`src/rtl/cpu_pkg.sv`:
```
`default_nettype none
// ============================================================================
// Module      : cpu_pkg
// Description : Shared types and instruction field constants for the fetch
//               stage and its next-PC helper.
// Revision    : 1.0 - initial release
// ============================================================================
package cpu_pkg;

  // Fetch stage sequencing states
  typedef enum logic [1:0] {
    FETCH  = 2'd0,
    ISSUE  = 2'd1,
    HALTED = 2'd2
  } fetch_state_e;

  // Opcode that stops the fetch stage once it retires
  localparam logic [4:0] HALT_OP = 5'b11111;

  // Instruction field boundaries
  localparam int OPCODE_MSB = 31;
  localparam int OPCODE_LSB = 27;
  localparam int IMM_MSB    = 15;
  localparam int JADDR_MSB  = 26;

endpackage : cpu_pkg
`default_nettype wire

```
`src/rtl/next_pc_logic.sv`:
```
`default_nettype none
// ============================================================================
// Module      : next_pc_logic
// Description : Combinational next-PC selection: sequential, conditional
//               PC-relative branch, or pseudo-direct jump (jump wins).
// Revision    : 1.0 - initial release
// ============================================================================
module next_pc_logic #(
  parameter int WIDTH = 32
) (
  input  logic [WIDTH-1:0] pc,
  input  logic [WIDTH-1:0] instr,
  input  logic             branch,
  input  logic             jump,
  input  logic             zero,
  output logic [WIDTH-1:0] nextPc
);
  import cpu_pkg::*;

  logic [WIDTH-1:0] w_pc_plus4;
  logic [WIDTH-1:0] w_imm_ext;
  logic [WIDTH-1:0] w_branch_target;
  logic [WIDTH-1:0] w_jump_target;
  logic             w_unused;

  assign w_pc_plus4      = pc + WIDTH'(4);
  // Sign-extended 16-bit word offset, scaled to bytes below
  assign w_imm_ext       = {{(WIDTH-IMM_MSB-1){instr[IMM_MSB]}}, instr[IMM_MSB:0]};
  assign w_branch_target = w_pc_plus4 + (w_imm_ext << 2);
  // Jump keeps the top bits of the sequential PC and replaces the rest
  assign w_jump_target   = {w_pc_plus4[WIDTH-1:JADDR_MSB+3], instr[JADDR_MSB:0], 2'b00};

  // The opcode bits are consumed by the fetch stage, not by target math
  assign w_unused = &{1'b0, instr[WIDTH-1:JADDR_MSB+1]};

  // Target select: jump has priority over a taken branch
  always_comb begin
    nextPc = w_pc_plus4;
    if (jump) begin
      nextPc = w_jump_target;
    end else if (branch && zero) begin
      nextPc = w_branch_target;
    end
  end

endmodule : next_pc_logic
`default_nettype wire

```
`src/rtl/fetch_unit.sv`:
```
`default_nettype none
// ============================================================================
// Module      : fetch_unit
// Description : Instruction fetch stage. Requests instructions over a req/ack
//               memory port, issues them to the controller over valid/ready,
//               and updates the PC on retirement until HALT_OP retires.
// Revision    : 1.0 - initial release
// ============================================================================
module fetch_unit #(
  parameter int               WIDTH    = 32,
  parameter logic [WIDTH-1:0] RESET_PC = '0,
  parameter logic [4:0]       HALT_OP  = cpu_pkg::HALT_OP
) (
  input  logic             clk,
  input  logic             nReset,
  output logic             imemReq,
  output logic [WIDTH-1:0] imemAddr,
  input  logic [WIDTH-1:0] imemRdata,
  input  logic             imemAck,
  output logic [WIDTH-1:0] instr,
  output logic [4:0]       opCode,
  output logic             instrValid,
  input  logic             instrReady,
  input  logic             branch,
  input  logic             jump,
  input  logic             zero,
  output logic [WIDTH-1:0] pc,
  output logic [WIDTH-1:0] retireCount,
  output logic             halted
);
  import cpu_pkg::*;

  fetch_state_e     r_state;
  fetch_state_e     w_state_next;
  logic             r_armed;
  logic [WIDTH-1:0] r_pc;
  logic [WIDTH-1:0] r_instr;
  logic [WIDTH-1:0] r_retire_count;
  logic [WIDTH-1:0] w_next_pc;
  logic             w_accept;
  logic             w_retire;

  // The request is held off for one cycle after reset release so that an ack
  // belonging to a request killed by reset can never be mistaken for a reply.
  assign imemReq     = r_armed && (r_state == FETCH);
  assign imemAddr    = r_pc;
  assign instr       = r_instr;
  assign opCode      = r_instr[OPCODE_MSB:OPCODE_LSB];
  assign instrValid  = (r_state == ISSUE);
  assign pc          = r_pc;
  assign retireCount = r_retire_count;
  assign halted      = (r_state == HALTED);

  assign w_accept = imemReq && imemAck;
  assign w_retire = (r_state == ISSUE) && instrReady;

  next_pc_logic #(
    .WIDTH (WIDTH)
  ) u_next_pc (
    .pc     (r_pc),
    .instr  (r_instr),
    .branch (branch),
    .jump   (jump),
    .zero   (zero),
    .nextPc (w_next_pc)
  );

  // State register
  always_ff @(posedge clk or negedge nReset) begin
    if (!nReset) begin
      r_state <= FETCH;
    end else begin
      r_state <= w_state_next;
    end
  end

  // Next-state: FETCH waits for ack, ISSUE waits for ready, HALTED is sticky
  always_comb begin
    w_state_next = r_state;
    case (r_state)
      FETCH: begin
        if (w_accept) begin
          w_state_next = ISSUE;
        end
      end
      ISSUE: begin
        if (instrReady) begin
          w_state_next = (opCode == HALT_OP) ? HALTED : FETCH;
        end
      end
      HALTED: begin
        w_state_next = HALTED;
      end
      default: begin
        w_state_next = FETCH;
      end
    endcase
  end

  // Request enable: set on the first clock after reset release
  always_ff @(posedge clk or negedge nReset) begin
    if (!nReset) begin
      r_armed <= 1'b0;
    end else begin
      r_armed <= 1'b1;
    end
  end

  // Instruction latch: captured only on an accepted memory response
  always_ff @(posedge clk or negedge nReset) begin
    if (!nReset) begin
      r_instr <= '0;
    end else if (w_accept) begin
      r_instr <= imemRdata;
    end
  end

  // PC and retire counter advance together at the issue handshake
  always_ff @(posedge clk or negedge nReset) begin
    if (!nReset) begin
      r_pc           <= RESET_PC;
      r_retire_count <= '0;
    end else if (w_retire) begin
      r_pc           <= w_next_pc;
      r_retire_count <= r_retire_count + WIDTH'(1);
    end
  end

endmodule : fetch_unit
`default_nettype wire

```
`config.mk`:
```
export PLATFORM = sky130hd
export DESIGN_NAME = fetch_unit
export DESIGN_NICKNAME = d
export VERILOG_FILES = /design/src/rtl/cpu_pkg.sv /design/src/rtl/next_pc_logic.sv /design/src/rtl/fetch_unit.sv
export SDC_FILE = /design/constraint.sdc
export NUM_CORES = 1
export LEC_CHECK = 0
export CAP_MARGIN = 20
export CORE_UTILIZATION = 51
export CTS_CLUSTER_SIZE = 8
export DETAILED_ROUTE_END_ITERATION = 7
export PLACE_DENSITY = 0.92
export SLEW_MARGIN = 20
export SYNTH_ARGS = -nofsm -noshare
export SYNTH_HDL_FRONTEND = slang
export SYNTH_HIERARCHICAL = 1
export SYNTH_SLANG_ARGS = --single-unit
```
`constraint.sdc`:
```
create_clock -name clk -period 4.1 [get_ports clk]
set_input_delay 0.41 -clock clk [delete_from_list [all_inputs] [get_ports clk]]
set_output_delay 0.41 -clock clk [all_outputs]
set_load 0.01 [all_outputs]
```
==> out/results.txt, run 1 <==
outcome = complete, no violations
GPL Wtd Cong = 0.955
met1 Use GR = 38.3%
GR peak layer = met2
# rows = 42
Hold Path Class = input pin to async pin
largest net degree at the start of global routing = 77
Core Region = 0.0135 mm^2
sequential area share after synthesis = 34.5%
setup tns final = 0 ps
ys flop type = dfrtp_1
Yosys top cell area share = 34.5%
fin crit period = 3850 ps
vias in the first global route = 6361
critical path class = register to register
max_slew headroom = 36.6%
Worst Skew = 6.03 ps
synth-to-layout area growth = 27.3%
Overall Global Routing Usage = 28.6%
drt total wl = 20100 um
fin crit share = 93.8%
layout cell share with drive strength beyond 1 = 8.80%
Synth Area per Inst = 8.72 um^2
leading cell types by count after synthesis = nand2_1 (155), dfrtp_1 (99), xnor2_1 (67)
port bufs = 174
Starting Density = 53.1%
max cap viols = 0
M2 GR Usage = 46.6%
clock slew at reported path FFs = 70 ps
Sink Count = 99
NumNets Final = 1028
largest area contributor in the synthesized netlist = dfrtp_1
Remaining DRCs = 0
R2R Setup Slk = 250 ps
DP Wirelength = 14900 um
final setup fails = 0
CTS H-tree lvls = 3
Initial DRT Pass Iterations = 6
synthesized flop and latch total = 99
Data required, critical path = 4350 ps
met3 global-route usage = 3.82%
Synth Instances = 823
initial antenna violation count = 0
worst-path maximum fanout = 8
die area = 0.0145 mm^2
endpoint class of the critical path = register
worst slew pin tran = 950 ps
Post-CTS Hold Buffers = 0
leakage power = 4.04 nW
first-pass GRT wire length = 32700 um
WL/cell = 17.7 um
Synth Net Count = 901
Num CTS Buffers = 9
TritonCTS clock tree = yes
Async SR Flop Fraction = 100%
Root Buffer = clkbuf_16
total grt overflow = 0
filler cell count = 1051
Peak Freq = 0.260 GHz
CTS Buffer Depth = 2
main area contributors after synthesis = dfrtp_1 (35%), xnor2_1 (8.2%), nand2_1 (8.1%)
Die Ht = 121 um
DIE WIDTH = 121 um
most common cell in the netlist = nand2_1
number of distinct library cells after synthesis = 62
Worst setup SP type = register
ANT nets after route = 0
clk_lat worst skew = 360 ps
Via density = 5.83
ANT cells = 0
Vias = 6595
mapped cell area = 0.00718 mm^2
synth warn = 6
Peak VDD IR = 0.411 mV
1st-iter DRT viols = 545
Ports = 175
Post-synth EDFFs = 0
endpoints failing hold = 0
Crit path arrival time = 4100 ps
Design Power = 6.25 mW
Cell Pwr Density = 684 mW/mm^2
RSZ-0062 raised after global routing = false
Slew Limit Fails = 0
placed cells by master (no fill, tap or decap), drive strengths merged, types with 6 or more instances in the layout:
master,instances
nand2,155
a21o,18
nand4,31
dfrtp,99
clkdlybuf4s50,173
and4,6
and2,6
nor2,44
and3,14
ha,38
nor3,12
mux2,37
clkbuf,10
xor2,15
buf,16
inv,17
o21ai,27
xnor2,67
o21a,10
nor2b,10
a21oi,47
nand3,32
metrics by stage:
stage | setup WS [ps] | utilization (%) | cell area [um^2] | instances | hold slack (ps)
after floorplan | 522 | - | 7180 | 823 | 114
after global placement | 456 | 65.2 | 8810 | 1115 | 464
after detailed placement | 264 | 65.2 | 8810 | 1115 | 478
after CTS | 234 | 67.5 | 9120 | 1131 | 237
after global routing | 0.369 | 67.6 | 9140 | 1131 | 286
final | 255 | 67.6 | 9140 | 1131 | 190
layer usage:
layer,part of all wire [%],wire length (um)
met1,43,8630
met3,7.2,1440
met4,2.8,564
met2,47,9420
met5,0,0
repair_timing:
item / in CTS / in global routing
resized for setup: 0 / 4
endpoints found under the setup margin: 0 / 5
buffers inserted: 0 / 0
cell families after synthesis:
logic type      Yosys count  synth area share, %
mux                      39                 6.09
xor+xnor                 82                 10.0
simple gates            330                 22.4
other cells               1               0.0523
fa+ha+maj                39                 6.91
compound gates          145                 13.1
flops                    99                 34.5
buf+inv                  88                 6.87
report_power, final:
part / total [mW] / internal, mW / switching [mW]
Sequential: 1.61 / 1.21 / 0.400
Combinational: 3.77 / 1.85 / 1.92
Clock: 0.863 / 0.447 / 0.415
Total: 6.25 / 3.52 / 2.73
sequential cells by signal, summed over array words and instances (netlist names):
name,count
r_armed,1
imemAddr,32
instr,32
retireCount,32
r_state,2
path summary, 6_finish.rpt:
check	cells past startpoint	end	startpoint
hold / removal	1	retireCount[10]	nReset
setup reg to reg	17	imemAddr[28]	imemAddr[4]
setup / recovery	17	imemAddr[28]	imemAddr[4]
hold reg to reg	1	retireCount[21]	retireCount[21]
max in group asynchronous	2	imemAddr[15]	nReset
min in group clk	1	retireCount[21]	retireCount[21]
area by class of cell:
type	instances	area, um^2	area share (%)
multi-input combinational	636	4220	46.2
sequential	99	2480	27.1
timing repair buffer	189	1850	20.3
clock buffer	10	239	2.62
tap	176	220	2.41
clock inverter	6	70.1	0.767
inverter	15	56.3	0.616
critical path, cell delays in order, from the launching register on:
cell and delay [ps]:
dfrtp_1 470, and4_1 280, and3_1 230, and3_1 230, buf_4 180, nand4_1 160
xnor2_2 190, ha_1 320, a21o_1 190, a21o_1 190, a21oi_1 150, o21ai_0 90
nand3b_1 220, a41oi_1 340, xnor2_1 110, o221a_2 270, nand2_1 50, nand2_1 50
No activity file was read; power rests on OpenSTA's default activity.
==> run 2, diff against run 1 <==
Settings changed: ABC_AREA from default to 0.
==> results of run 2 <==
The final DEF is identical to that of run 1; final timing and power are the same.
==> run 3, diff against run 2 <==
Settings changed: CAP_MARGIN 20 to 10, CORE_ASPECT_RATIO from default to 1.2, SLEW_MARGIN 20 to default.
==> run 3 against run 2 <==
Critical path depth decreased by 1. Largest power group unchanged. Register-to-register slack about the same. Sequential power increased by 3%. Critical endpoint is now imemAddr[31]. Power increased by 2.9%. Non-clock buffer count increased by 2.
==> out/results.txt, run 3 (synthesized netlist as in run 1, its figures left out) <==
outcome = complete, no violations
GPL Wtd Cong = 0.965
fin crit share = 93.8%
worst slew pin tran = 896 ps
RSZ-0062 raised after global routing = false
initial antenna violation count = 0
max cap viols = 0
drt total wl = 21400 um
Remaining DRCs = 0
WL/cell = 19.0 um
largest net degree at the start of global routing = 72
leakage power = 4.04 nW
die area = 0.0145 mm^2
RR Startpoint = imemAddr[4]
worst-path maximum fanout = 9
1st-iter DRT viols = 421
vias in the first global route = 6634
ANT nets after route = 0
critical path class = register to register
fin crit period = 3850 ps
R2R Setup Slk = 250 ps
# rows = 47
Ports = 175
Root Buffer = clkbuf_16
Overall Global Routing Usage = 30.3%
Core Region = 0.0138 mm^2
Initial DRT Pass Iterations = 5
Worst Skew = 7.59 ps
synth-to-layout area growth = 27.4%
Slew Limit Fails = 0
port bufs = 174
commonest non-fill, non-tap cell in the layout = clkdlybuf4s50_1
worst r2r path cells = 16
total grt overflow = 0
Via density = 5.96
TritonCTS clock tree = yes
Peak Freq = 0.260 GHz
layout cell share with drive strength beyond 1 = 9.20%
Die Ht = 132 um
Post-Layout Cell Count = 1128
Hold Path Class = input pin to async pin
ANT cells = 0
Worst setup SP type = register
DIE WIDTH = 110 um
Starting Density = 52.1%
Cell Pwr Density = 703 mW/mm^2
FF-to-FF End = imemAddr[31]
NumNets Final = 1030
final design utilization = 66.4%
CTS H-tree lvls = 3
Placed Cells = 1112
first-pass GRT wire length = 33900 um
Sink Count = 99
Crit path arrival time = 4100 ps
commonest cells after routing, fill and taps aside = clkdlybuf4s50_1 (173), nand2_1 (155), dfrtp_1 (99)
WHS = 182 ps
CTS Buffer Depth = 2
clock slew at reported path FFs = 70 ps
clk_lat worst skew = 360 ps
endpoint class of the critical path = register
Vias = 6724
Peak VDD IR = 0.521 mV
final setup fails = 0
DP Wirelength = 15900 um
Data required, critical path = 4350 ps
endpoints failing hold = 0
setup tns final = 0 ps
max_slew headroom = 40.3%
Num CTS Buffers = 9
==> run 3: final cells by class <==
| type | count | area (um^2) |
|---|---|---|
| repair buffers | 191 | 1870 |
| well taps | 171 | 214 |
| clock buffers | 9 | 225 |
| flip-flops and latches | 99 | 2480 |
| inverters | 15 | 56.3 |
| multi-input cells | 636 | 4220 |
| clock inverters | 7 | 82.6 |
| fillers | 1099 | 4620 |
==> run 3: repair_timing <==
| action | CTS | global route |
|---|---|---|
| setup endpoints to repair | 0 | 4 |
| setup buffers | 0 | 0 |
| gates resized for setup | 0 | 5 |
| hold buffers | 0 | 0 |
==> run 3: worst max-delay path, cell delays in order (launching register included) <==
cell and delay (ps):
dfrtp_1 490, and4_1 270, and3_1 240, and2_1 270
nand3_1 120, xnor2_1 220, ha_2 380, a21oi_1 200
o211ai_1 140, a211o_1 280, o221ai_1 340, a211oi_2 170
o21ai_0 210, nand3b_1 140, xnor2_1 140, nand2_1 60
nand2_1 50
==> run 3: metal layers <==
layer | vias to the layer above | global-route usage (%) | wire [um]
met5 | - | 0 | 0
met1 | 3217 | 36.7 | 8350
met4 | 0 | 16.8 | 1130
li1 | 3096 | - | -
met2 | 332 | 49.4 | 10400
met3 | 79 | 6.23 | 1530
==> run 3: through the flow <==
step / power (mW) / setup slack [ps] / instance area [um^2]
floorplan: 4.09 / 522 / 7180
global placement: 5.38 / 423 / 8820
detailed placement: 5.45 / 148 / 8820
CTS: 6.38 / 129 / 9130
global route: 6.86 / 37.7 / 9140
finish: 6.43 / 255 / 9140
==> run 3: where the power goes <==
group	total [mW]	internal [mW]	switching (mW)
clock network	0.904	0.485	0.419
logic	3.87	1.87	2.00
registers	1.66	1.21	0.446
total	6.43	3.57	2.86
==> run 3: how the worst max path moves through the flow <==
stage	endpoint	slack, ps	from
detailed placement	imemAddr[31]	150	imemAddr[4]
CTS	imemAddr[31]	130	imemAddr[4]
global placement	imemAddr[31]	420	imemAddr[4]
finish	imemAddr[31]	250	imemAddr[4]
global route	imemAddr[25]	40	imemAddr[4]
floorplan	imemAddr[30]	520	imemAddr[4]
